`config.mk`:
```
export PLATFORM = sky130hd
export DESIGN_NAME = rename_table
export DESIGN_NICKNAME = d
export VERILOG_FILES = /design/src/rtl/rename_pkg.sv /design/src/rtl/rename_table.sv
export SDC_FILE = /design/constraint.sdc
export NUM_CORES = 1
export LEC_CHECK = 0
export CAP_MARGIN = 20
export CORE_ASPECT_RATIO = 1.4
export CORE_MARGIN = 4
export CORE_UTILIZATION = 55
export CTS_CLUSTER_DIAMETER = 80
export DETAILED_ROUTE_END_ITERATION = 10
export PLACE_DENSITY = 0.75
export SYNTH_ARGS = -nofsm -noshare
export SYNTH_HDL_FRONTEND = slang
export SYNTH_SLANG_ARGS = --single-unit
```
`constraint.sdc`:
```
create_clock -name clk -period 3.9 [get_ports clk]
set_input_delay 0.39 -clock clk [delete_from_list [all_inputs] [get_ports clk]]
set_output_delay 0.39 -clock clk [all_outputs]
set_load 0.01 [all_outputs]
```
`src/rtl/rename_pkg.sv`:
```
// -----------------------------------------------------------------------------
// rename_pkg
// Shared definitions for the two-wide register rename table: default sizes,
// tag/architectural-register types, the per-slot rename record and a helper
// that counts how many free-list tags a rename group consumes.
// -----------------------------------------------------------------------------
package rename_pkg;

    localparam int NUM_ARCH = 16;              // architectural registers
    localparam int TAG_W    = 8;               // physical tag width
    localparam int FL_DEPTH = 5;               // free-list depth at reset
    localparam int ARCH_W   = $clog2(NUM_ARCH);

    typedef logic [TAG_W-1:0]  tag_t;
    typedef logic [ARCH_W-1:0] arch_t;

    // One renamed slot as presented on the output side.
    typedef struct packed {
        logic valid;
        tag_t pdest;
        tag_t pold;
        tag_t psrc_a;
        tag_t psrc_b;
    } slot_rec_t;

    // Number of slots that both are valid and write a destination.
    function automatic logic [1:0] dest_demand(input logic [1:0] dest_writes);
        return {1'b0, dest_writes[0]} + {1'b0, dest_writes[1]};
    endfunction

endpackage

```
`src/rtl/rename_table.sv`:
```
// -----------------------------------------------------------------------------
// rename_table
// Two-wide register rename stage with a speculative map (spec_map) and a
// committed map (arch_map). New tags come from an external free list; the
// previous mapping of a committed register is returned to it.
//
// Ports
//   clk, reset                      clock, synchronous active-high reset
//   in_valid/in_dest_en [2]         per-slot valid / writes-destination (slot 0 older)
//   in_dest/in_src_a/in_src_b [2]   per-slot architectural register numbers
//   in_ready                        group accepted when in_ready & |in_valid
//   fl_tag_0/fl_tag_1, fl_num_items free-list head/next tag, tags available
//   fl_read_1/fl_read_2             pop one / two tags
//   fl_write, fl_write_tag          return one tag to the free list
//   out_valid/out_ready             registered output handshake
//   out_slot_valid, out_pdest, out_pold, out_psrc_a, out_psrc_b  per-slot results
//   commit_valid/arch/tag           retire one mapping into arch_map
//   flush                           restore spec_map from arch_map
// -----------------------------------------------------------------------------
module rename_table #(
    parameter  int NUM_ARCH = rename_pkg::NUM_ARCH,
    parameter  int TAG_W    = rename_pkg::TAG_W,
    parameter  int FL_DEPTH = rename_pkg::FL_DEPTH,
    localparam int ARCH_W   = $clog2(NUM_ARCH)
) (
    input  logic                   clk,
    input  logic                   reset,
    input  logic [1:0]             in_valid,
    input  logic [1:0]             in_dest_en,
    input  logic [1:0][ARCH_W-1:0] in_dest,
    input  logic [1:0][ARCH_W-1:0] in_src_a,
    input  logic [1:0][ARCH_W-1:0] in_src_b,
    output logic                   in_ready,
    input  logic [TAG_W-1:0]       fl_tag_0,
    input  logic [TAG_W-1:0]       fl_tag_1,
    input  logic [7:0]             fl_num_items,
    output logic                   fl_read_1,
    output logic                   fl_read_2,
    output logic                   fl_write,
    output logic [TAG_W-1:0]       fl_write_tag,
    output logic                   out_valid,
    input  logic                   out_ready,
    output logic [1:0]             out_slot_valid,
    output logic [1:0][TAG_W-1:0]  out_pdest,
    output logic [1:0][TAG_W-1:0]  out_pold,
    output logic [1:0][TAG_W-1:0]  out_psrc_a,
    output logic [1:0][TAG_W-1:0]  out_psrc_b,
    input  logic                   commit_valid,
    input  logic [ARCH_W-1:0]      commit_arch,
    input  logic [TAG_W-1:0]       commit_tag,
    input  logic                   flush
);
    import rename_pkg::*;

    logic [TAG_W-1:0] r_spec_map [NUM_ARCH];
    logic [TAG_W-1:0] r_arch_map [NUM_ARCH];

    logic                  r_out_valid;
    logic [1:0]            r_slot_valid;
    logic [1:0][TAG_W-1:0] r_pdest;
    logic [1:0][TAG_W-1:0] r_pold;
    logic [1:0][TAG_W-1:0] r_psrc_a;
    logic [1:0][TAG_W-1:0] r_psrc_b;

    logic [1:0]            w_dw;
    logic [1:0]            w_n;
    logic                  w_ready;
    logic                  w_accept;
    logic [1:0][TAG_W-1:0] w_slot_tag;
    logic [1:0][TAG_W-1:0] w_pdest;
    logic [1:0][TAG_W-1:0] w_pold;
    logic [1:0][TAG_W-1:0] w_psrc_a;
    logic [1:0][TAG_W-1:0] w_psrc_b;

    always_comb begin
        w_dw     = in_valid & in_dest_en;
        w_n      = dest_demand(w_dw);
        w_ready  = (!r_out_valid || out_ready) && (fl_num_items >= {6'b0, w_n})
                   && !flush && !reset;
        w_accept = w_ready && (|in_valid);

        // Slot 1 takes the head tag when slot 0 does not consume one.
        w_slot_tag[0] = fl_tag_0;
        w_slot_tag[1] = w_dw[0] ? fl_tag_1 : fl_tag_0;

        w_pdest  = '0;
        w_pold   = '0;
        w_psrc_a = '0;
        w_psrc_b = '0;

        if (in_valid[0]) begin
            w_psrc_a[0] = r_spec_map[in_src_a[0]];
            w_psrc_b[0] = r_spec_map[in_src_b[0]];
            if (w_dw[0]) begin
                w_pdest[0] = w_slot_tag[0];
                w_pold[0]  = r_spec_map[in_dest[0]];
            end
        end

        // Slot 1 sees slot 0's new mapping before it reaches spec_map.
        if (in_valid[1]) begin
            w_psrc_a[1] = (w_dw[0] && in_src_a[1] == in_dest[0]) ? w_slot_tag[0]
                                                                 : r_spec_map[in_src_a[1]];
            w_psrc_b[1] = (w_dw[0] && in_src_b[1] == in_dest[0]) ? w_slot_tag[0]
                                                                 : r_spec_map[in_src_b[1]];
            if (w_dw[1]) begin
                w_pdest[1] = w_slot_tag[1];
                w_pold[1]  = (w_dw[0] && in_dest[1] == in_dest[0]) ? w_slot_tag[0]
                                                                   : r_spec_map[in_dest[1]];
            end
        end
    end

    assign in_ready     = w_ready;
    assign fl_read_1    = w_accept && (w_n == 2'd1);
    assign fl_read_2    = w_accept && (w_n == 2'd2);
    assign fl_write     = commit_valid && !reset;
    assign fl_write_tag = fl_write ? r_arch_map[commit_arch] : '0;

    always_ff @(posedge clk) begin
        if (reset) begin
            for (int unsigned i = 0; i < NUM_ARCH; i++) begin
                r_spec_map[i] <= TAG_W'(FL_DEPTH + i);
                r_arch_map[i] <= TAG_W'(FL_DEPTH + i);
            end
            r_out_valid  <= 1'b0;
            r_slot_valid <= '0;
            r_pdest      <= '0;
            r_pold       <= '0;
            r_psrc_a     <= '0;
            r_psrc_b     <= '0;
        end else begin
            if (commit_valid)
                r_arch_map[commit_arch] <= commit_tag;

            if (flush) begin
                // Restore from arch_map, folding in this cycle's commit.
                for (int unsigned i = 0; i < NUM_ARCH; i++)
                    r_spec_map[i] <= (commit_valid && commit_arch == ARCH_W'(i))
                                     ? commit_tag : r_arch_map[i];
                r_out_valid <= 1'b0;
            end else if (w_accept) begin
                // Slot 1 written last so a shared destination ends with its tag.
                if (w_dw[0]) r_spec_map[in_dest[0]] <= w_slot_tag[0];
                if (w_dw[1]) r_spec_map[in_dest[1]] <= w_slot_tag[1];
                r_out_valid  <= 1'b1;
                r_slot_valid <= in_valid;
                r_pdest      <= w_pdest;
                r_pold       <= w_pold;
                r_psrc_a     <= w_psrc_a;
                r_psrc_b     <= w_psrc_b;
            end else if (out_ready) begin
                r_out_valid <= 1'b0;
            end
        end
    end

    assign out_valid      = r_out_valid;
    assign out_slot_valid = r_slot_valid;
    assign out_pdest      = r_pdest;
    assign out_pold       = r_pold;
    assign out_psrc_a     = r_psrc_a;
    assign out_psrc_b     = r_psrc_b;

endmodule

```
[Yosys cells after proc, flatten, opt, wreduce, memory -nomap -nowiden]
Memory sizes are Yosys's and may differ from the RTL's.
Cells that the tools add are included.
Word-level totals
  register bits: 67
  memory bits (writable): 256
  input bits: 69
  output and inout port bits: 79
  word-level logic and storage cells: 168
  memories: 2
Cells by class
  add/subtract/negate cells: 1
  order comparisons: 1
  equality and inequality tests: 20
  muxes and demuxes: 78
  bitwise logic cells: 18
  reductions and logical operators: 38
Memory list
  r_arch_map: words 16, bits a word 8, read ports 17, clocked after Yosys merged registers in 0, write ports 16, RTL line rename_table.sv:56  | logic [TAG_W-1:0] r_arch_map [NUM_ARCH];
  r_spec_map: words 16, bits a word 8, read ports 6, clocked after Yosys merged registers in 0, write ports 16, RTL line rename_table.sv:55  | logic [TAG_W-1:0] r_spec_map [NUM_ARCH];
Operators with widths (count)
  8-bit 2-to-1 mux: 52
  4-bit equality test (second input constant): 8
  1-bit logical AND: 26
  8-bit OR reduction: 3
  1-bit 2-to-1 mux: 23
  4-bit by 3-bit equality test with 1-bit output (second input constant): 4
  1-bit bitwise OR: 16
  4-bit equality test: 3
  4-bit 2-to-1 mux: 3
  4-bit by 2-bit equality test with 1-bit output (second input constant): 2
  8-bit by 2-bit greater-or-equal comparator with 1-bit output: 1
  4-bit by 1-bit equality test with 1-bit output (second input constant): 1
  4-bit zero test: 1
  2-bit OR reduction: 2
  1-bit zero test: 3
  1-bit by 1-bit adder with 2-bit output: 1
  2-bit AND: 1
  2-bit by 1-bit equality test with 1-bit output (second input constant): 1
  2-bit equality test (second input constant): 1
  2-bit AND reduction: 1
  2-bit nonzero test: 1
  1-bit logical OR: 1
  1-bit NOT: 1

[Longest topological paths before layout]
  word-level depth: 13
  mapped depth: 12
  depth with buffers taken out: 8

[Worst setup path before layout]
Ideal clock, no wire load.
  kind: input port to flip-flop
  from: input in_valid[0]
  to: memory r_spec_map[2][0], enable pin
  library setup time: 282 ps
  arrival: 2884 ps
  data required time: 3618 ps
  setup slack: 734 ps
  stages on the path: 11
  path buffers: 4
  path through: clkbuf_1 clkbuf_1 nand4_1 ha_1 nor4_1 o211ai_2 nand3_1 buf_2 nor4_1 buf_2 a211o_1
RTL lines
  start: declaration: RTL line rename_table.sv:28  | input logic [1:0] in_valid,
  end: declaration: RTL line rename_table.sv:55

[Worst setup path in the final report]
  from: input in_valid[1]
  to: output fl_read_2
Between the ends
  longest elaborated chain between the ends: 8
  elaborated cells between the ends (all ways): 10
  classes of those cells: 1 x add/sub; 1 x order compare; 1 x eq/ne; 1 x bitwise; 6 x reduce/logical
Ends and longest elaborated chain
  2-bit AND: RTL line rename_table.sv:76  | w_dw = in_valid & in_dest_en;
  1-bit by 1-bit adder with 2-bit output: RTL line rename_pkg.sv:28  | return {1'b0, dest_writes[0]} + {1'b0, dest_writes[1]};
  8-bit by 2-bit greater-or-equal comparator with 1-bit output: RTL line rename_table.sv:78  | w_ready = (!r_out_valid || out_ready) && (fl_num_items >= {6'b0, w_n})
  1-bit logical AND: RTL line rename_table.sv:78
  1-bit logical AND (2 in a row): RTL line rename_table.sv:79  | && !flush && !reset;
  1-bit logical AND: RTL line rename_table.sv:80  | w_accept = w_ready && (|in_valid);
  1-bit logical AND *: RTL line rename_table.sv:116  | assign fl_read_2 = w_accept && (w_n == 2'd2);
  end: declaration: RTL line rename_table.sv:38  | output logic fl_read_2,
Mark *: on every way between the ends. The rest lies on a longest branch, timed or not.

==> flow_metrics.tcl <==
set metrics [dict create \
    synth_top_cell_area_share_pct 33.8 \
    register_area_um2 9030 \
    numCtsBuffers 35 \
    placementRows 87 \
    syn-instance-count 1739 \
    fin_hold_ws_ps 462 \
    ys_seq_area_share_pct 39.7 \
    dominantRegCellSynth "edfxtp_1" \
    synth_area_um2 22800 \
    core_um2 40600 \
    place_hpwl_um 68700 \
    grt_max_degree 41 \
    drc_errors 0 \
    cts_hold_buffers 0 \
    vias 18938 \
    internal_power_mw 6.84 \
    floorplan.initialDensity_pct 56.0 \
    synth_edf_count 256 \
    path_clk_slew_ps 60 \
    gp_congestion 1.13 \
    setup_viol 0 \
    firstDrtPassIters 6 \
    status "completed" \
    nNetsFinal 1922 \
    grt_pass1_wl_um 132000 \
    hold_violations 0 \
    maxSlewViolCount 0 \
    syn_nets 1810 \
    vias_per_cell 7.85 \
    synth_commonest_cells "260 x mux4_2, 256 x edfxtp_1, 130 x mux2i_1, 107 x clkbuf_1, 95 x nor2_1" \
    p_comb_share_pct 19.7 \
    wl_um 91100 \
    io_pins 148 \
    tritoncts "built" \
    powerDensity_nw_per_um2 369 \
    clkPwrFrac_pct 35.3 \
    die_height_um 249 \
    wl_per_cell_um 37.7 \
    max_freq_ghz 0.287 \
    rrSetupSlack_ps 1300 \
    grt_antenna_before_repair 2 \
    multi_input_area_um2 12900 \
    drv_cap 0 \
    yosysTopAreaCell "edfxtp_1" \
    peakVddDrop_mv 0.371 \
    ys_types 70 \
    critPathCaptureType "primary output" \
    cts_max_path_buffers 3 \
    synth_seq_cells 323 \
    drive_above_1_share_pct 26.9 \
    cts_resized 0 \
    cp_data_arrival_time_ps 3100 \
    rsz0062_at_grt "no" \
    place.port_buffers 147 \
    die_width_um 180 \
    layout_min_cycle_time_ps 3490 \
    drt_iter0_drc 3129 \
    finalClockSkew_ps 24.0 \
    die_area_um2 44700 \
    worstMarginPinSlew_ps 1100 \
    power_frac_seq_pct 44.9 \
    leakage_nw 8.99 \
    grt_remaining_overflow 0 \
    p_sw_share_pct 29.2 \
    synth_area_per_cell_um2 13.1 \
    yosysMostFrequentCell "mux4_2" \
    cts_setup_buffers 0 \
    track_usage_pct 39.8 \
    insertion_delay_ps 550 \
    setup_tns_ps 0 \
    slew_headroom_pct 26.3 \
    ys_warn_count 0 \
    switching_power_mw 2.82 \
    hold_path_class "flip-flop to flip-flop" \
    synthArstFlopShare_pct 0 \
    synth_area_leaders "edfxtp_1 34%, mux4_2 26%, dfxtp_1 5.9%" \
    syn_to_final_growth_pct 15.1 \
    worstPathRequired_ps 3510 \
    cts_root_buf "clkbuf_16" \
    clock-sinks 323 \
    num-fill-cells 3022 \
    ant_nets 0 \
    grt_pass1_vias 18380 \
    h-tree-depth 2 \
    path_max_fanout 10 \
    timing.final.crit_share_pct 89.5 \
    start_kind "input port" \
    crit_type "input port to primary output" \
]
power groups by stage:
stage,sequential [mW],clock (mW),combinational [mW]
after floorplan,4.17,0,1.20
after global placement,4.37,0,1.84
after detailed placement,4.37,0,1.86
after CTS,4.30,3.41,1.87
after global routing,4.33,3.55,1.98
final,4.34,3.42,1.91
layout make-up:
cell class                      count  share of cell area (%)
Multi-Input combinational cell   1207                    49.2
Sequential cell                   323                    34.5
Timing Repair Buffer              271                    9.12
Clock buffer                       48                    3.81
Tap cell                          534                    2.55
Clock inverter                     16                   0.616
Inverter                           13                   0.186
Antenna cell                        2                  0.0191
path summary, 6_finish.rpt:
| kind | startpoint | cells after the start | endpoint |
|---|---|---|---|
| setup / recovery | in_valid[1] | 8 | fl_read_2 |
| hold / removal | out_pdest[5]$_SDFFE_PP0P_ | 1 | out_pdest[5]$_SDFFE_PP0P_ |
| setup reg to reg | out_valid$_SDFFE_PP0P_ | 5 | r_spec_map[6][3]$_DFFE_PP_ |
| hold reg to reg | out_pdest[5]$_SDFFE_PP0P_ | 1 | out_pdest[5]$_SDFFE_PP0P_ |
per-layer routing:
layer | routed length (µm) | track usage, % | vias up | part of all wire, %
met5 | 13 | 0 | - | 0.014
met3 | 11100 | 8.98 | 409 | 12
li1 | - | - | 7474 | -
met1 | 28500 | 47.5 | 9342 | 31
met4 | 8590 | 27.4 | 2 | 9.4
met2 | 42900 | 64.4 | 1711 | 47
per-stage QoR:
step | power [mW] | util (%) | instance area, µm² | setup WS [ps] | std cells
3_5_place_dp | 6.23 | 61.6 | 25000 | 162 | 2348
2_1_floorplan | 5.37 | - | 22800 | 734 | 1739
5_1_grt | 9.86 | 64.5 | 26200 | 363 | 2412
6_report | 9.66 | 64.5 | 26200 | 410 | 2414
4_1_cts | 9.58 | 64.5 | 26200 | 439 | 2412
3_3_place_gp | 6.21 | 61.6 | 25000 | 204 | 2348
cell usage in the layout, fill, tap and decap left out, types with 24 or more instances in the layout:
master	count
mux4_2	260
edfxtp_1	256
clkdlybuf4s50_1	137
mux2i_1	130
buf_4	121
nor2_1	95
dfxtp_1	67
nand2_1	58
clkbuf_16	37
a211oi_1	35
and2_1	34
a22o_1	34
o22ai_1	33
nand2b_1	32
mux2_2	31
and3_1	30
a21oi_1	29
mux2_1	27
a221o_1	27
o21ai_1	25
o31ai_1	24
critical path: stages:
cell	delay [ps]
clkdlybuf4s50_1	550
buf_4	160
nand4_1	100
ha_1	210
nor4_1	500
o211a_1	550
nor3_1	100
clkdlybuf4s50_1	530
logic make-up after synthesis:
kind of cell	after synthesis	synth area share [%]
AOI/OAI and AO/OA	342	11.3
xor gates and xnor gates	13	0.500
muxes	452	34.8
and+or+nand+nor	398	9.63
adders and majority gates	2	0.110
buffers and inverters	209	3.98
DFF	323	39.7
registers in the layout, summed over array words and instances (netlist names):
name            count
r_arch_map        128
r_spec_map        128
out_pdest          16
out_pold           16
out_psrc_a         16
out_psrc_b         16
out_slot_valid      2
out_valid           1
(Power assumes the default switching activity.)
